<file path="config.mk">
export PLATFORM = sky130hd
export DESIGN_NAME = val_source_flat
export DESIGN_NICKNAME = d
export VERILOG_FILES = /design/src/rtl/params.sv /design/src/rtl/val_source_pkg.sv /design/src/rtl/val_source_if.sv /design/src/rtl/val_source_outreg.sv /design/src/rtl/val_source.sv /design/src/flat_wrapper.sv
export SDC_FILE = /design/constraint.sdc
export NUM_CORES = 1
export LEC_CHECK = 0
export ABC_AREA = 1
export BUFFER_PORTS_ARGS = -buffer_cell sky130_fd_sc_hd__buf_2
export CAP_MARGIN = 20
export CORE_MARGIN = 5
export CORE_UTILIZATION = 50
export CTS_BUF_LIST = sky130_fd_sc_hd__clkbuf_4 sky130_fd_sc_hd__clkbuf_8
export CTS_CLUSTER_DIAMETER = 150
export CTS_CLUSTER_SIZE = 25
export DETAILED_ROUTE_END_ITERATION = 7
export HOLD_SLACK_MARGIN = 0.12
export PLACE_DENSITY = 0.78
export SYNTH_ARGS = -nofsm -noshare
export SYNTH_HDL_FRONTEND = slang
export SYNTH_SLANG_ARGS = --single-unit
</file>
<file path="constraint.sdc">
create_clock -name clk -period 1.24 [get_ports clk]
set_clock_uncertainty 0.05 [all_clocks]
set_input_delay 0.372 -clock clk [delete_from_list [all_inputs] [get_ports clk]]
set_output_delay 0.372 -clock clk [all_outputs]
set_load 0.005 [all_outputs]
</file>
<file path="src/rtl/params.sv">
// Shared width parameters for the value datapath.
// P is the MSB index of the consumer value port ([P:0]).
package params;
  localparam int P = 7;
endpackage

</file>
<file path="src/rtl/val_source_pkg.sv">
// val_source_pkg: state encoding and defaults for the val_source generator.
package val_source_pkg;
  import params::*;

  typedef enum logic [1:0] {
    IDLE = 2'd0,
    RUN  = 2'd1,
    FIN  = 2'd2
  } val_src_state_t;

  localparam int DEF_STEP = 1;
  localparam int DEF_W    = P + 1;
endpackage

</file>
<file path="src/rtl/val_source_if.sv">
// val_source_if: valid/ready beat channel from val_source to its consumer.
// Optional out_par when VAL_SOURCE_PARITY_EN is defined.
interface val_source_if #(
  parameter int W = val_source_pkg::DEF_W
) ();
  logic         out_valid;
  logic         out_ready;
  logic [W-1:0] out_data;
`ifdef VAL_SOURCE_PARITY_EN
  logic         out_par;

  modport master (output out_valid, output out_data, output out_par, input out_ready);
  modport slave  (input out_valid, input out_data, input out_par, output out_ready);
`else
  modport master (output out_valid, output out_data, input out_ready);
  modport slave  (input out_valid, input out_data, output out_ready);
`endif
endinterface

</file>
<file path="src/rtl/val_source_outreg.sv">
// val_source_outreg: registered out_valid/out_data holding stage.
// Loads the seed on a start, advances by STEP on each handshake and holds
// otherwise, so data stays stable while the consumer stalls.
// Optional registered parity output when VAL_SOURCE_PARITY_EN is defined.
module val_source_outreg
  import val_source_pkg::*;
#(
  parameter int W    = DEF_W,
  parameter int STEP = DEF_STEP
) (
  input  logic         clk,
  input  logic         rst_n,
  input  logic         i_load,
  input  logic         i_load_vld,
  input  logic [W-1:0] i_seed,
  input  logic         i_hs,
  input  logic         i_last,
  output logic         o_valid,
  output logic [W-1:0] o_data
`ifdef VAL_SOURCE_PARITY_EN
  ,
  output logic         o_par
`endif
);

  localparam logic [W-1:0] C_STEP = STEP[W-1:0];

  logic         r_valid;
  logic [W-1:0] r_data;
  logic [W-1:0] w_data_nxt;

  assign w_data_nxt = r_data + C_STEP;

  // Beat register: load on start, advance on handshake, hold on stall.
  always_ff @(posedge clk or negedge rst_n) begin
    if (!rst_n) begin
      r_valid <= 1'b0;
      r_data  <= '0;
    end else if (i_load) begin
      r_valid <= i_load_vld;
      r_data  <= i_seed;
    end else if (i_hs) begin
      r_valid <= !i_last;
      r_data  <= w_data_nxt;
    end
  end

  assign o_valid = r_valid;
  assign o_data  = r_data;

`ifdef VAL_SOURCE_PARITY_EN
  logic r_par;

  // Parity tracks the data register so both change on the same edge.
  always_ff @(posedge clk or negedge rst_n) begin
    if (!rst_n) begin
      r_par <= 1'b0;
    end else if (i_load) begin
      r_par <= ^i_seed;
    end else if (i_hs) begin
      r_par <= ^w_data_nxt;
    end
  end

  assign o_par = r_par;
`endif

endmodule

</file>
<file path="src/rtl/val_source.sv">
// val_source: on start, emits len beats seed, seed+STEP, ... over a
// valid/ready channel, then pulses done for one cycle.
// Optional feature macro: VAL_SOURCE_PARITY_EN (adds out_par).
module val_source
  import val_source_pkg::*;
#(
  parameter int W     = params::P + 1,
  parameter int STEP  = DEF_STEP,
  parameter int LEN_W = 8
) (
  input  logic             clk,
  input  logic             rst_n,
  input  logic             start,
  input  logic [LEN_W-1:0] len,
  input  logic [W-1:0]     seed,
  output logic             busy,
  output logic             done,
  val_source_if.master     vs
);

  val_src_state_t   r_state;
  val_src_state_t   w_state_nxt;
  logic [LEN_W-1:0] r_rem;
  logic             r_busy;
  logic             r_done;
  logic             w_hs;
  logic             w_load;
  logic             w_last;
  logic             w_valid;
  logic [W-1:0]     w_data;

  assign w_hs   = w_valid & vs.out_ready;
  assign w_load = (r_state == IDLE) & start;
  assign w_last = (r_rem == LEN_W'(1));

  // Next-state decode: start only matters in IDLE; FIN always lasts one cycle.
  always_comb begin
    w_state_nxt = r_state;
    unique case (r_state)
      IDLE: if (start) w_state_nxt = (len != '0) ? RUN : FIN;
      RUN:  if (w_hs && w_last) w_state_nxt = FIN;
      FIN:  w_state_nxt = IDLE;
      default: w_state_nxt = IDLE;
    endcase
  end

  // State, beat counter and registered status outputs.
  always_ff @(posedge clk or negedge rst_n) begin
    if (!rst_n) begin
      r_state <= IDLE;
      r_rem   <= '0;
      r_busy  <= 1'b0;
      r_done  <= 1'b0;
    end else begin
      r_state <= w_state_nxt;
      r_busy  <= (w_state_nxt != IDLE);
      r_done  <= (w_state_nxt == FIN);
      if (w_load) begin
        r_rem <= len;
      end else if (w_hs) begin
        r_rem <= r_rem - LEN_W'(1);
      end
    end
  end

  val_source_outreg #(
    .W    (W),
    .STEP (STEP)
  ) u_outreg (
    .clk        (clk),
    .rst_n      (rst_n),
    .i_load     (w_load),
    .i_load_vld (len != '0),
    .i_seed     (seed),
    .i_hs       (w_hs),
    .i_last     (w_last),
    .o_valid    (w_valid),
    .o_data     (w_data)
`ifdef VAL_SOURCE_PARITY_EN
    ,
    .o_par      (vs.out_par)
`endif
  );

  assign vs.out_valid = w_valid;
  assign vs.out_data  = w_data;
  assign busy         = r_busy;
  assign done         = r_done;

endmodule

</file>
<file path="src/flat_wrapper.sv">
// flat-port wrapper written by rule: the top's interface ports become plain ports
module val_source_flat import val_source_pkg::*;
#(
  parameter int W     = params::P + 1,
  parameter int STEP  = DEF_STEP,
  parameter int LEN_W = 8
)
  (clk, rst_n, start, len, seed, busy, done, vs_out_valid, vs_out_data, vs_out_ready);
  val_source_if #(.W(W)) vs_i ();
  input  logic clk;
  input  logic rst_n;
  input  logic start;
  input  logic [LEN_W-1:0] len;
  input  logic [W-1:0] seed;
  output logic busy;
  output logic done;
  output wire logic [$bits(vs_i.out_valid)-1:0] vs_out_valid;
  output wire logic [$bits(vs_i.out_data)-1:0] vs_out_data;
  input wire logic [$bits(vs_i.out_ready)-1:0] vs_out_ready;
  assign vs_out_valid = vs_i.out_valid;
  assign vs_out_data = vs_i.out_data;
  assign vs_i.out_ready = vs_out_ready;
  val_source #(.W(W), .STEP(STEP), .LEN_W(LEN_W)) u_core (.clk(clk), .rst_n(rst_n), .start(start), .len(len), .seed(seed), .busy(busy), .done(done), .vs(vs_i));
endmodule
</file>
### After elaboration in Yosys (flattened, before gate mapping)

Cells that the tools add are included.

| operators by class | value |
|---|---|
| shifts and indexed selects | 0 |
| $lt $le $gt $ge | 0 |
| $mul | 0 |
| bitwise operators | 2 |
| divide/modulo/power cells | 0 |
| add/subtract/negate cells | 2 |
| reductions and logical operators | 6 |
| eq/ne operators | 3 |
| multiplexer cells | 10 |

Operators by type and width:

| kind | number |
|---|---|
| $mux 8 | 4 |
| $add 8x1->8 const B | 1 |
| $eq 8x1->1 const B | 1 |
| $reduce_bool 8->1 | 1 |
| $sub 8x1->8 const B | 1 |
| $mux 2 | 3 |
| $pmux 2 s2 | 1 |
| $reduce_bool 2->1 | 2 |
| $and 1x1->1 | 2 |
| $eq 2x1->1 const B | 1 |
| $eq 2x2->1 const B | 1 |
| $logic_not 2->1 | 1 |
| $mux 1 | 2 |
| $logic_and 1x1->1 | 1 |
| $logic_not 1->1 | 1 |

| word-level totals | value |
|---|---|
| memories kept | 0 |
| bits in registers | 21 |
| bits in latches | 0 |
| input port bits | 20 |
| word-level logic and storage cells | 29 |
| bits in writable memories | 0 |
| bits in read-only memories | 0 |
| output and inout bits | 11 |

### Longest topological paths before layout

Gate-level depths: netlist (run 1).

| logic depth | value |
|---|---|
| word-level depth | 5 |
| gate-level depth with buffers | 7 |
| depth with buffers taken out | 7 |

### Cells and area by module

From an unflattened synthesis (run 1), not the netlist that was laid out.

| unflattened totals | value |
|---|---|
| cells, all modules | 167 |
| area, all modules | 1275.0 um^2 |

By module, submodules not included:

| module | sequential area each (um^2) | cells an instance | instances | area an instance (um^2) |
|---|---|---|---|---|
| val_source | 300.3 | 104 | 1 | 743.2 |
| val_source_outreg | 225.2 | 63 | 1 | 531.8 |

### Worst setup path after synthesis (run 1)

OpenSTA, ideal clock, no wires.

| path | value |
|---|---|
| path kind | register to register |
| start | reg u_core.r_state[0] |
| end | reg u_core.u_outreg.r_data[3], in the netlist u_core.u_outreg.o_data[3] |
| path buffers | 1 |
| stages on the path, launching flop included | 8 |
| clock period less this slack | 1171 ps |
| arrival time | 997 ps |
| setup slack | 69 ps |
| required time | 1066 ps |
| library setup time | 124 ps |
| path through | dfrtp_1 -> nor2_2 -> nand2_4 -> nand2_4 -> inv_2 -> buf_6 -> nand3_1 -> nand3_1 |

| between the ends | value |
|---|---|
| longest elaborated chain between the ends | 3 |
| elaborated cells on any way between the ends | 4 |
| classes of those cells | mux: 1; bitwise: 1; reduce/logical: 2 |

Ends and longest elaborated chain:

| what | line | RTL |
|---|---|---|
| from (decl) | val_source.sv:21 | `val_src_state_t r_state;` |
| from (signal assigned) | val_source.sv:55 | `r_state <= w_state_nxt;` |
| $logic_not 2->1 * | val_source.sv:33 | `assign w_load = (r_state == IDLE) & start;` |
| $and 1x1->1 * | val_source.sv:33 |  |
| $mux 8 / $reduce_bool 2->1 (equally long branches) | - |  |
| to (signal assigned) | val_source_outreg.sv:41 | `r_data <= i_seed;` |
| to (signal assigned) | val_source_outreg.sv:44 | `r_data <= w_data_nxt;` |
| to (decl) | val_source_outreg.sv:29 | `logic [W-1:0] r_data;` |

Every way passes the cells marked *; elsewhere a longest branch is shown, timed or not.
A chain may end at the register's enable or synchronous reset.

### Final worst setup path (run 1)

| path | value |
|---|---|
| start | reg u_core.u_outreg.r_data[0], in the netlist u_core.u_outreg.o_data[0] |
| end | out vs_out_data[0] |

RTL lines:

| what | line | RTL |
|---|---|---|
| to (decl) | flat_wrapper.sv:18 | `output wire logic [$bits(vs_i.out_data)-1:0] vs_out_data;` |

No word-level cell between the ends.

==> results of run 1 <==
## tightest hold or removal path, cell delays in order
cell and delay (ns):
buf_2 0.07, nand2_1 0.04, nand3_1 0.06
## routing by layer
metal	up-vias	part of all wire
met5	-	0
met4	0	0.016
met3	7	0.040
met2	37	0.53
met1	660	0.41
li1	680	-
## cell families after synthesis
family / after synthesis / synth area share
DFF: 21 / 0.405
buffers and inverters: 30 / 0.100
xor gates and xnor gates: 2 / 0.0135
AOI/OAI and AO/OA: 21 / 0.0985
adders and majority gates: 3 / 0.0290
and+or+nand+nor: 104 / 0.353
## per-stage QoR
stage / util / setup TNS (ns) / hold slack, ns
floorplan: - / 0 / 0.0264
global placement: 0.614 / -0.0127 / 0.309
detailed placement: 0.614 / -0.465 / 0.311
CTS: 0.669 / -0.738 / 0.206
global route: 0.722 / -2.93 / 0.220
finish: 0.722 / -1.03 / 0.211
## flip-flops by register name, indices dropped and copies added, names as in the netlist
signal / flops
u_core.done: 1
u_core.r_state: 2
u_core.busy: 1
u_core.u_outreg.o_valid: 1
u_core.r_rem: 8
u_core.u_outreg.o_data: 8
## path summary, 6_finish.rpt
| check | startpoint | to |
|---|---|---|
| max in group asynchronous | rst_n | u_core.r_state[1] |
| worst max register to register | u_core.r_state[0] | u_core.r_rem[1] |
| worst min register to register | u_core.u_outreg.o_valid | u_core.u_outreg.o_valid |
| worst min-delay path | seed[6] | u_core.u_outreg.o_data[6] |
| min in group asynchronous | rst_n | u_core.r_rem[2] |
| worst max-delay path | u_core.u_outreg.o_data[0] | vs_out_data[0] |
## layout by cell type, fill, tap and decap left out
cell type      netlist  layout
o21bai_1             1       1
o21ba_2              1       1
nand4_1              1       1
nand3b_1             1       1
inv_4                1       1
nand3_2              1       5
o211ai_1             3       3
nor3b_4              0       1
xnor2_1              1       1
dfrtp_1             21      21
nand2_8              0       1
nor2_1              16      13
o21ai_2              1       3
dlygate4sd3_1        0       1
inv_1               25      21
o21ai_0             11       9
nand2_2              0       4
clkbuf_4             0       4
clkinvlp_4           0       1
buf_2                0      30
o21ai_1              1       1
inv_6                0       1
nor2_2               1       3
ha_2                 0       1
ha_4                 0       2
buf_4                0      23
nand3_1             21      17
nand2_1             59      55
xor2_1               1       1
inv_2                2       4
nand2_4              3       2
nor2_4               0       1
a21oi_2              1       3
## cell type report
type	count	area [um^2]	share of cell area
Tap cell	30	37.5	0.0210
Sequential cell	21	526	0.294
Inverter	28	116	0.0651
Clock buffer	4	30.0	0.0168
Timing Repair Buffer	54	333	0.186
Multi-Input combinational cell	130	746	0.417
## power by group
part / internal [mW] / switching, mW
logic: 1.09 / 1.34
registers: 0.969 / 0.248
clock network: 0.148 / 0.226
## cell usage after synthesis (all sizes together)
cell type | n | area share
nand2 | 62 | 0.20
inv | 28 | 0.083
nand3 | 22 | 0.089
dfrtp | 21 | 0.41
nor2 | 17 | 0.051
o21ai | 13 | 0.053
a21oi | 3 | 0.014
ha | 3 | 0.029
o211ai | 3 | 0.017
buf | 2 | 0.017
nand3b | 1 | 0.0058
nand4 | 1 | 0.0048
nor3b | 1 | 0.0058
o21ba | 1 | 0.0077
o21bai | 1 | 0.0058
xnor2 | 1 | 0.0068
xor2 | 1 | 0.0068
## repair_timing
item,CTS,global route
gates resized for setup,5,28
pin swaps,2,6
setup buffers,10,5
setup endpoints to repair,23,31
endpoints found under the hold margin,21,0
hold buffers,1,0
==> metrics.txt, run 1 <==
Leak 0.928 nW; Final Max Slew Viols 0; Vias/cell 5.18; Worst-path clk slew 0.12 ns; WL/cell 13.5 um; Slew Limit Headroom 0.673; Routed WL 3590 um; M1 GR Usage 0.231; CTS tree built; crit path cell chain buf_2; share of layout cells above drive strength 1 0.384; Worst-Skew Late Latency 0.31 ns; CP Depth 1; initial antenna violation count 0; r2r setup slk -0.08 ns; failing checks setup timing; first-pass GRT wire length 5820 um; First DRT Iteration DRCs 79; Tot GR Track Use 0.212; status finished, violations left; Initial Util 0.523; post-synth cell types 25; layout net count 261; Mapped Cells 181; maximum VDD drop 0.00134 V; top-level I/O count 31; Power Dens Cells 2250 nW/um^2; met3 Use GR 0.0255; post-layout min period 1.32 ns; clk sinks 21; Fillers 195; height of the die 60.9 um; period utilization 1.07; met2 usage 0.389; post-route ant nets 0; worst reg2reg path depth 6; Max FO, Critical Path 4; hold path depth 3; register bit count reported by yosys 21; gr ovfl total 0; DRC 0; Worst setup EP type output pin; Slowest-stage cell, CP dfrtp_1; CTS buffer count 3; first-pass detailed-route iteration total 4; largest net degree at the start of global routing 22; clock root buffer clkbuf_4; Rows 18; Final WS setup -0.0814 ns; PortBufs 30; warning count from the yosys run 0; Max-Cap Viols 0; n_diodes 0; delay-heaviest family, CP flip-flops; chip width 60.9 um; clock buffer depth 2; Worst Tran Pin Value 0.490 ns; total core area 2480 um^2; syn avg cell area 7.16 um^2; pre-CTS WS -0.0562 ns; DP Area 1520 um^2; Synthesized Nets 204; Fin. Hold Viols 0; GPL Wtd Cong 0.863; Critical path buffers and inverters 1; CP Class reg2out; final setup fails 27; crit path DAT 0.90 ns; die area 3710 um^2; Required @ worst endpoint 0.82 ns; RSZ-0062 raised after global routing yes; vias in the first global route 1443; f_max 757 MHz; crit path launch type register; final instance area 1790 um^2; type of the worst min-delay path in2reg; final std cells w/o fill 267; DP Cell Count 247; Synth Cell Area 1300 um^2; HPWL after DPL 2370 um; overall power 4.02 mW; Largest stage delay, worst path 0.44 ns; Max H-tree Level 1; Top Usage Layer GRT met2; P&R area growth vs syn 37.9%; register area share after synthesis 0.405; Via Count 1384
Power figures use the tool's default switching activity.
==> run 2: changes to the inputs <==
--- a/config.mk
+++ b/config.mk
@@ -9,13 +9,13 @@
 export BUFFER_PORTS_ARGS = -buffer_cell sky130_fd_sc_hd__buf_2
 export CAP_MARGIN = 20
 export CORE_MARGIN = 5
-export CORE_UTILIZATION = 50
-export CTS_BUF_LIST = sky130_fd_sc_hd__clkbuf_4 sky130_fd_sc_hd__clkbuf_8
+export CORE_UTILIZATION = 55
 export CTS_CLUSTER_DIAMETER = 150
 export CTS_CLUSTER_SIZE = 25
 export DETAILED_ROUTE_END_ITERATION = 7
+export GPL_ROUTABILITY_DRIVEN = 0
 export HOLD_SLACK_MARGIN = 0.12
-export PLACE_DENSITY = 0.78
+export PLACE_DENSITY = 0.82
 export SYNTH_ARGS = -nofsm -noshare
 export SYNTH_HDL_FRONTEND = slang
 export SYNTH_SLANG_ARGS = --single-unit
==> constraint.sdc (replaced) <==
create_clock -name clk -period 1.7 [get_ports clk]
set_clock_uncertainty 0.05 [all_clocks]
set_input_delay 0.51 -clock clk [delete_from_list [all_inputs] [get_ports clk]]
set_output_delay 0.51 -clock clk [all_outputs]
set_load 0.005 [all_outputs]
==> run 2 against run 1 <==
Effect of this change:
- the flow now finishes without violations
- routed wire length fell by 16%
- worst hold slack improved by 0.15 ns
- highest routed layer unchanged
- count of clock-buffer cells in the layout did not move
- first-iteration DRC count fell by 11%
- sequential share of layout area rose by 5.8 points
- design area fell by 16%
- register-to-register slack improved by 0.39 ns
- largest power group unchanged
- non-clock buffer count fell by 23
==> metrics.txt, run 2 (synthesis gave the netlist of run 1 again) <==
hold path depth 3 (unchanged); vias in the first global route 1162 (was 1443); period utilization 0.871; crit path cell chain buf_2 (unchanged); most common cell after layout, fill and taps aside nand2_1 (unchanged); pre-CTS WS 0.155 ns (was -0.0562 ns); type of the worst min-delay path in2reg (unchanged); delay-heaviest family, CP flip-flops (unchanged); post-route ant nets 0 (unchanged); initial antenna violation count 0 (unchanged); PortBufs 30 (unchanged); Max FO, Critical Path 6 (was 4); chip width 58.5 um (was 60.9 um); Required @ worst endpoint 1.14 ns (was 0.82 ns); total core area 2230 um^2 (was 2480 um^2); Largest stage delay, worst path 0.46 ns (was 0.44 ns); clk sinks 21 (unchanged); Vias/cell 5.16 (was 5.18); Slowest-stage cell, CP dfrtp_1 (unchanged); Worst Tran Pin Value 0.482 ns (was 0.490 ns); layout net count 238 (was 261); clock root buffer clkbuf_4 (unchanged); n_diodes 0 (unchanged); Worst-Skew Late Latency 0.31 ns (about the same); Fillers 207 (was 195); worst reg2reg path depth 5 (was 6); post-layout min period 1.48 ns; Routed WL 3030 um (was 3590 um); Worst-path clk slew 0.12 ns (about the same); CP Class reg2out (unchanged); Worst setup EP type output pin (unchanged); hold path start seed[0] (was seed[6]); gr ovfl total 0 (unchanged); Initial Util 0.580 (was 0.523); switching part of the total power 0.463 (was 0.450); Worst R2R End u_core.done (was u_core.r_rem[1]); share of layout cells above drive strength 1 0.206 (was 0.384); final core occ 0.669 (was 0.722); Tot GR Track Use 0.182 (was 0.212); final setup TNS 0 ns (was -1.03 ns); clock power share 0.107 (was 0.093); Int Power 1.25 mW (was 2.21 mW); WHS 0.360 ns (was 0.211 ns); clock buffer depth 2 (unchanged); crit path launch type register (unchanged); Via Count 1248 (was 1384); hold endpoint u_core.u_outreg.o_data[0] (was u_core.u_outreg.o_data[6]); CTS tree built (unchanged); net switching power 1.07 mW (was 1.81 mW); Rows 17 (was 18); P&R area growth vs syn 15.3% (was 37.9%); HPWL after DPL 2280 um (was 2370 um); Fin. Hold Viols 0 (unchanged); Critical path buffers and inverters 1 (unchanged); height of the die 58.5 um (was 60.9 um); largest net degree at the start of global routing 22 (unchanged); WL/cell 12.5 um (was 13.5 um); Slew Limit Headroom 0.679 (was 0.673); final setup fails 0 (was 27); Final Max Slew Viols 0 (unchanged); crit path DAT 0.92 ns (was 0.90 ns); Seq pwr share 0.397 (was 0.303); Gate power share 0.496 (was 0.604); CTS buffer count 3 (unchanged); DRC 0 (unchanged); first-pass detailed-route iteration total 4 (unchanged); top-level I/O count 31 (unchanged); RSZ-0062 raised after global routing no (was yes); Leak 0.804 nW (was 0.928 nW); Max-Cap Viols 0 (unchanged); die area 3430 um^2 (was 3710 um^2); Max H-tree Level 1 (unchanged); First DRT Iteration DRCs 70 (was 79); most frequent cells in the layout nand2_1 (59), buf_2 (30), inv_1 (25) (was nand2_1 (55), buf_2 (30), buf_4 (23)); r2r setup slk 0.31 ns (was -0.08 ns); f_max 675 MHz; Power Dens Cells 1550 nW/um^2 (was 2250 nW/um^2); RR Startpoint u_core.r_rem[1] (was u_core.r_state[0]); Final WS setup 0.220 ns (was -0.0814 ns); maximum VDD drop 0.000794 V (was 0.00134 V); first-pass GRT wire length 4870 um (was 5820 um); status complete, no violations (was finished, violations left)
-- run 2: metrics by stage --
step	instances	total power [mW]	cell area, um^2
after detailed placement	237	2.07	1460
after global placement	237	2.01	1460
after floorplan	181	1.73	1300
final	242	2.32	1500
after global routing	242	2.54	1500
after CTS	242	2.33	1500
-- run 2: layout make-up --
type	instances	area, um^2	area share
Tap cell	28	35.0	0.0234
Clock buffer	4	26.3	0.0176
Multi-Input combinational cell	130	641	0.428
Inverter	28	108	0.0720
Timing Repair Buffer	31	160	0.107
Sequential cell	21	526	0.351
-- run 2: power by group through the flow --
stage | logic (mW) | registers [mW] | clock network (mW)
global route | 1.30 | 0.954 | 0.280
global placement | 1.10 | 0.916 | 0
floorplan | 0.838 | 0.897 | 0
CTS | 1.16 | 0.917 | 0.255
finish | 1.15 | 0.922 | 0.249
detailed placement | 1.15 | 0.928 | 0
-- run 2: worst max-delay path by stage --
stage               depth (start not counted)  slack, ns                 startpoint                   endpoint
floorplan                                   7       0.48               vs_out_ready  u_core.u_outreg.o_data[3]
global placement                            7       0.31               vs_out_ready  u_core.u_outreg.o_data[0]
detailed placement                          7       0.15               vs_out_ready            u_core.r_rem[4]
CTS                                         1       0.21  u_core.u_outreg.o_data[0]             vs_out_data[0]
global route                                1       0.16  u_core.u_outreg.o_data[0]             vs_out_data[0]
finish                                      1       0.22  u_core.u_outreg.o_data[0]             vs_out_data[0]
-- run 2: metal layers --
layer	GRT usage	routed length (um)	up-vias	part of all wire
li1	-	-	636	-
met1	0.219	1290	571	0.42
met2	0.324	1520	39	0.50
met3	0.0351	200	2	0.066
met4	0.0563	21	0	0.0069
met5	0	0	-	0
-- run 2: repair_timing --
| action | in CTS | in global routing |
|---|---|---|
| setup buffers | 0 | 0 |
| resized for setup | 0 | 0 |
| hold endpoints to repair | 21 | 0 |
| hold buffers | 1 | 0 |
==> run 3: changes to the inputs <==
--- a/config.mk
+++ b/config.mk
@@ -8,6 +8,7 @@
 export ABC_AREA = 1
 export BUFFER_PORTS_ARGS = -buffer_cell sky130_fd_sc_hd__buf_2
 export CAP_MARGIN = 20
+export CORE_ASPECT_RATIO = 0.75
 export CORE_MARGIN = 5
 export CORE_UTILIZATION = 55
 export CTS_CLUSTER_DIAMETER = 150
@@ -16,6 +17,7 @@
 export GPL_ROUTABILITY_DRIVEN = 0
 export HOLD_SLACK_MARGIN = 0.12
 export PLACE_DENSITY = 0.82
+export SLEW_MARGIN = 20
 export SYNTH_ARGS = -nofsm -noshare
 export SYNTH_HDL_FRONTEND = slang
 export SYNTH_SLANG_ARGS = --single-unit
==> run 3 against run 2 <==
Effect of this change:
- count of clock-buffer cells in the layout unchanged
- worst setup slack hardly changed
- design area increased by 0.50%
- total power fell by 0.50%
- non-clock buffer count unchanged
- combinational power about the same
- critical path type unchanged
- highest routed layer unchanged
==> metrics.txt, run 3 (synthesis gave the netlist of run 1 again) <==
Tot GR Track Use 0.198 (was 0.182); Final Max Slew Viols 0 (unchanged); hold path depth 3 (unchanged); PortBufs 30 (unchanged); final instance area 1500 um^2 (about the same); Max FO, Critical Path 6 (unchanged); first-pass detailed-route iteration total 4 (unchanged); worst reg2reg path depth 6 (was 5); Power Dens Cells 1540 nW/um^2 (was 1550 nW/um^2); Routed WL 2940 um (was 3030 um); crit path cell chain buf_2 (unchanged); DRC 0 (unchanged); RSZ-0062 raised after global routing no (unchanged); chip width 66.1 um (was 58.5 um); Worst setup EP type output pin (unchanged); Max H-tree Level 1 (unchanged); crit path DAT 0.92 ns (about the same); Required @ worst endpoint 1.14 ns (about the same); Largest stage delay, worst path 0.46 ns (about the same); f_max 676 MHz (was 675 MHz); CTS buffer count 3 (unchanged); post-route ant nets 0 (unchanged); Vias/cell 4.98 (was 5.16); status complete, no violations (unchanged); delay-heaviest family, CP flip-flops (unchanged); final setup TNS 0 ns (unchanged); clock root buffer clkbuf_4 (unchanged); gr ovfl total 0 (unchanged); Critical path buffers and inverters 1 (unchanged); Initial Util 0.571 (was 0.580); clock buffer depth 2 (unchanged); hold path start seed[0] (unchanged); die area 3440 um^2 (was 3430 um^2); share of layout cells above drive strength 1 0.206 (unchanged); DP Area 1470 um^2 (was 1460 um^2); Final WS setup 0.220 ns (about the same); period utilization 0.871 (about the same); switching part of the total power 0.462 (was 0.463); total core area 2270 um^2 (was 2230 um^2); r2r setup slk 0.39 ns (was 0.31 ns); Seq pwr share 0.400 (was 0.397); CP Class reg2out (unchanged); Gate power share 0.492 (was 0.496); most frequent cells in the layout nand2_1 (59), buf_2 (30), inv_1 (25) (unchanged); maximum VDD drop 0.000819 V (was 0.000794 V); n_diodes 0 (unchanged); HPWL after DPL 2240 um (was 2280 um); vias in the first global route 1186 (was 1162); Fin. Hold Viols 0 (unchanged); largest net degree at the start of global routing 22 (unchanged); hold endpoint u_core.u_outreg.o_data[0] (unchanged); Int Power 1.24 mW (was 1.25 mW); most common cell after layout, fill and taps aside nand2_1 (unchanged); type of the worst min-delay path in2reg (unchanged); height of the die 52.0 um (was 58.5 um); final setup fails 0 (unchanged); Via Count 1236 (was 1248); net switching power 1.07 mW (about the same); Slew Limit Headroom 0.681 (was 0.679); Worst Tran Pin Value 0.479 ns (was 0.482 ns); crit path launch type register (unchanged); Leak 0.804 nW (unchanged); clk sinks 21 (unchanged); layout net count 238 (unchanged); RR Startpoint u_core.u_outreg.o_data[0] (was u_core.r_rem[1]); First DRT Iteration DRCs 67 (was 70); Worst-Skew Late Latency 0.31 ns (about the same); Rows 15 (was 17); first-pass GRT wire length 5220 um (was 4870 um); CTS tree built (unchanged); Slowest-stage cell, CP dfrtp_1 (unchanged); clock power share 0.108 (was 0.107); pre-CTS WS 0.245 ns (was 0.155 ns); final core occ 0.662 (was 0.669); P&R area growth vs syn 15.9% (was 15.3%); initial antenna violation count 0 (unchanged); post-layout min period 1.48 ns (about the same); top-level I/O count 31 (unchanged); WL/cell 11.8 um (was 12.5 um); Max-Cap Viols 0 (unchanged); Worst-path clk slew 0.12 ns (about the same); Worst R2R End u_core.u_outreg.o_data[6] (was u_core.done)
[run 3: area by class of cell]
class,count,area (um^2)
clock buffer,4,26.3
fill,216,768
tap,34,42.5
timing repair buffer,31,160
inverter,28,108
multi-input combinational,130,641
sequential,21,526
[run 3: timing repair]
| item | 4_1_cts | 5_1_grt |
|---|---|---|
| endpoints found under the hold margin | 21 | 0 |
| gates resized for setup | 0 | 0 |
| setup buffers | 0 | 0 |
| hold buffers | 1 | 0 |
[run 3: power groups by stage]
stage / combinational (mW) / sequential [mW] / clock, mW
floorplan: 0.838 / 0.897 / 0
global placement: 1.10 / 0.917 / 0
detailed placement: 1.14 / 0.929 / 0
CTS: 1.15 / 0.919 / 0.259
global route: 1.34 / 0.959 / 0.284
finish: 1.14 / 0.925 / 0.249
[run 3: metrics by stage]
| stage | instances | hold WS, ns | power (mW) |
|---|---|---|---|
| after floorplan | 181 | 0.164 | 1.73 |
| after global placement | 243 | 0.437 | 2.02 |
| after detailed placement | 243 | 0.439 | 2.06 |
| after CTS | 248 | 0.346 | 2.32 |
| after global routing | 248 | 0.342 | 2.58 |
| final | 248 | 0.347 | 2.31 |
[run 3: worst max-delay path by stage]
stage	startpoint	to	slack [ns]	cells after the start
2_1_floorplan	vs_out_ready	u_core.u_outreg.o_data[3]	0.48	7
3_3_place_gp	vs_out_ready	u_core.u_outreg.o_data[0]	0.31	7
3_5_place_dp	vs_out_ready	u_core.r_rem[4]	0.24	7
4_1_cts	u_core.u_outreg.o_data[5]	vs_out_data[5]	0.21	1
5_1_grt	u_core.u_outreg.o_data[5]	vs_out_data[5]	0.17	1
6_report	u_core.u_outreg.o_data[5]	vs_out_data[5]	0.22	1
[run 3: metal layers]
layer  vias up  GRT usage  wire [um]
met5         -          0          0
met4         0     0.0608         26
met3         5     0.0475        184
met2        40      0.304       1330
met1       553      0.275       1390
li1        638          -          -
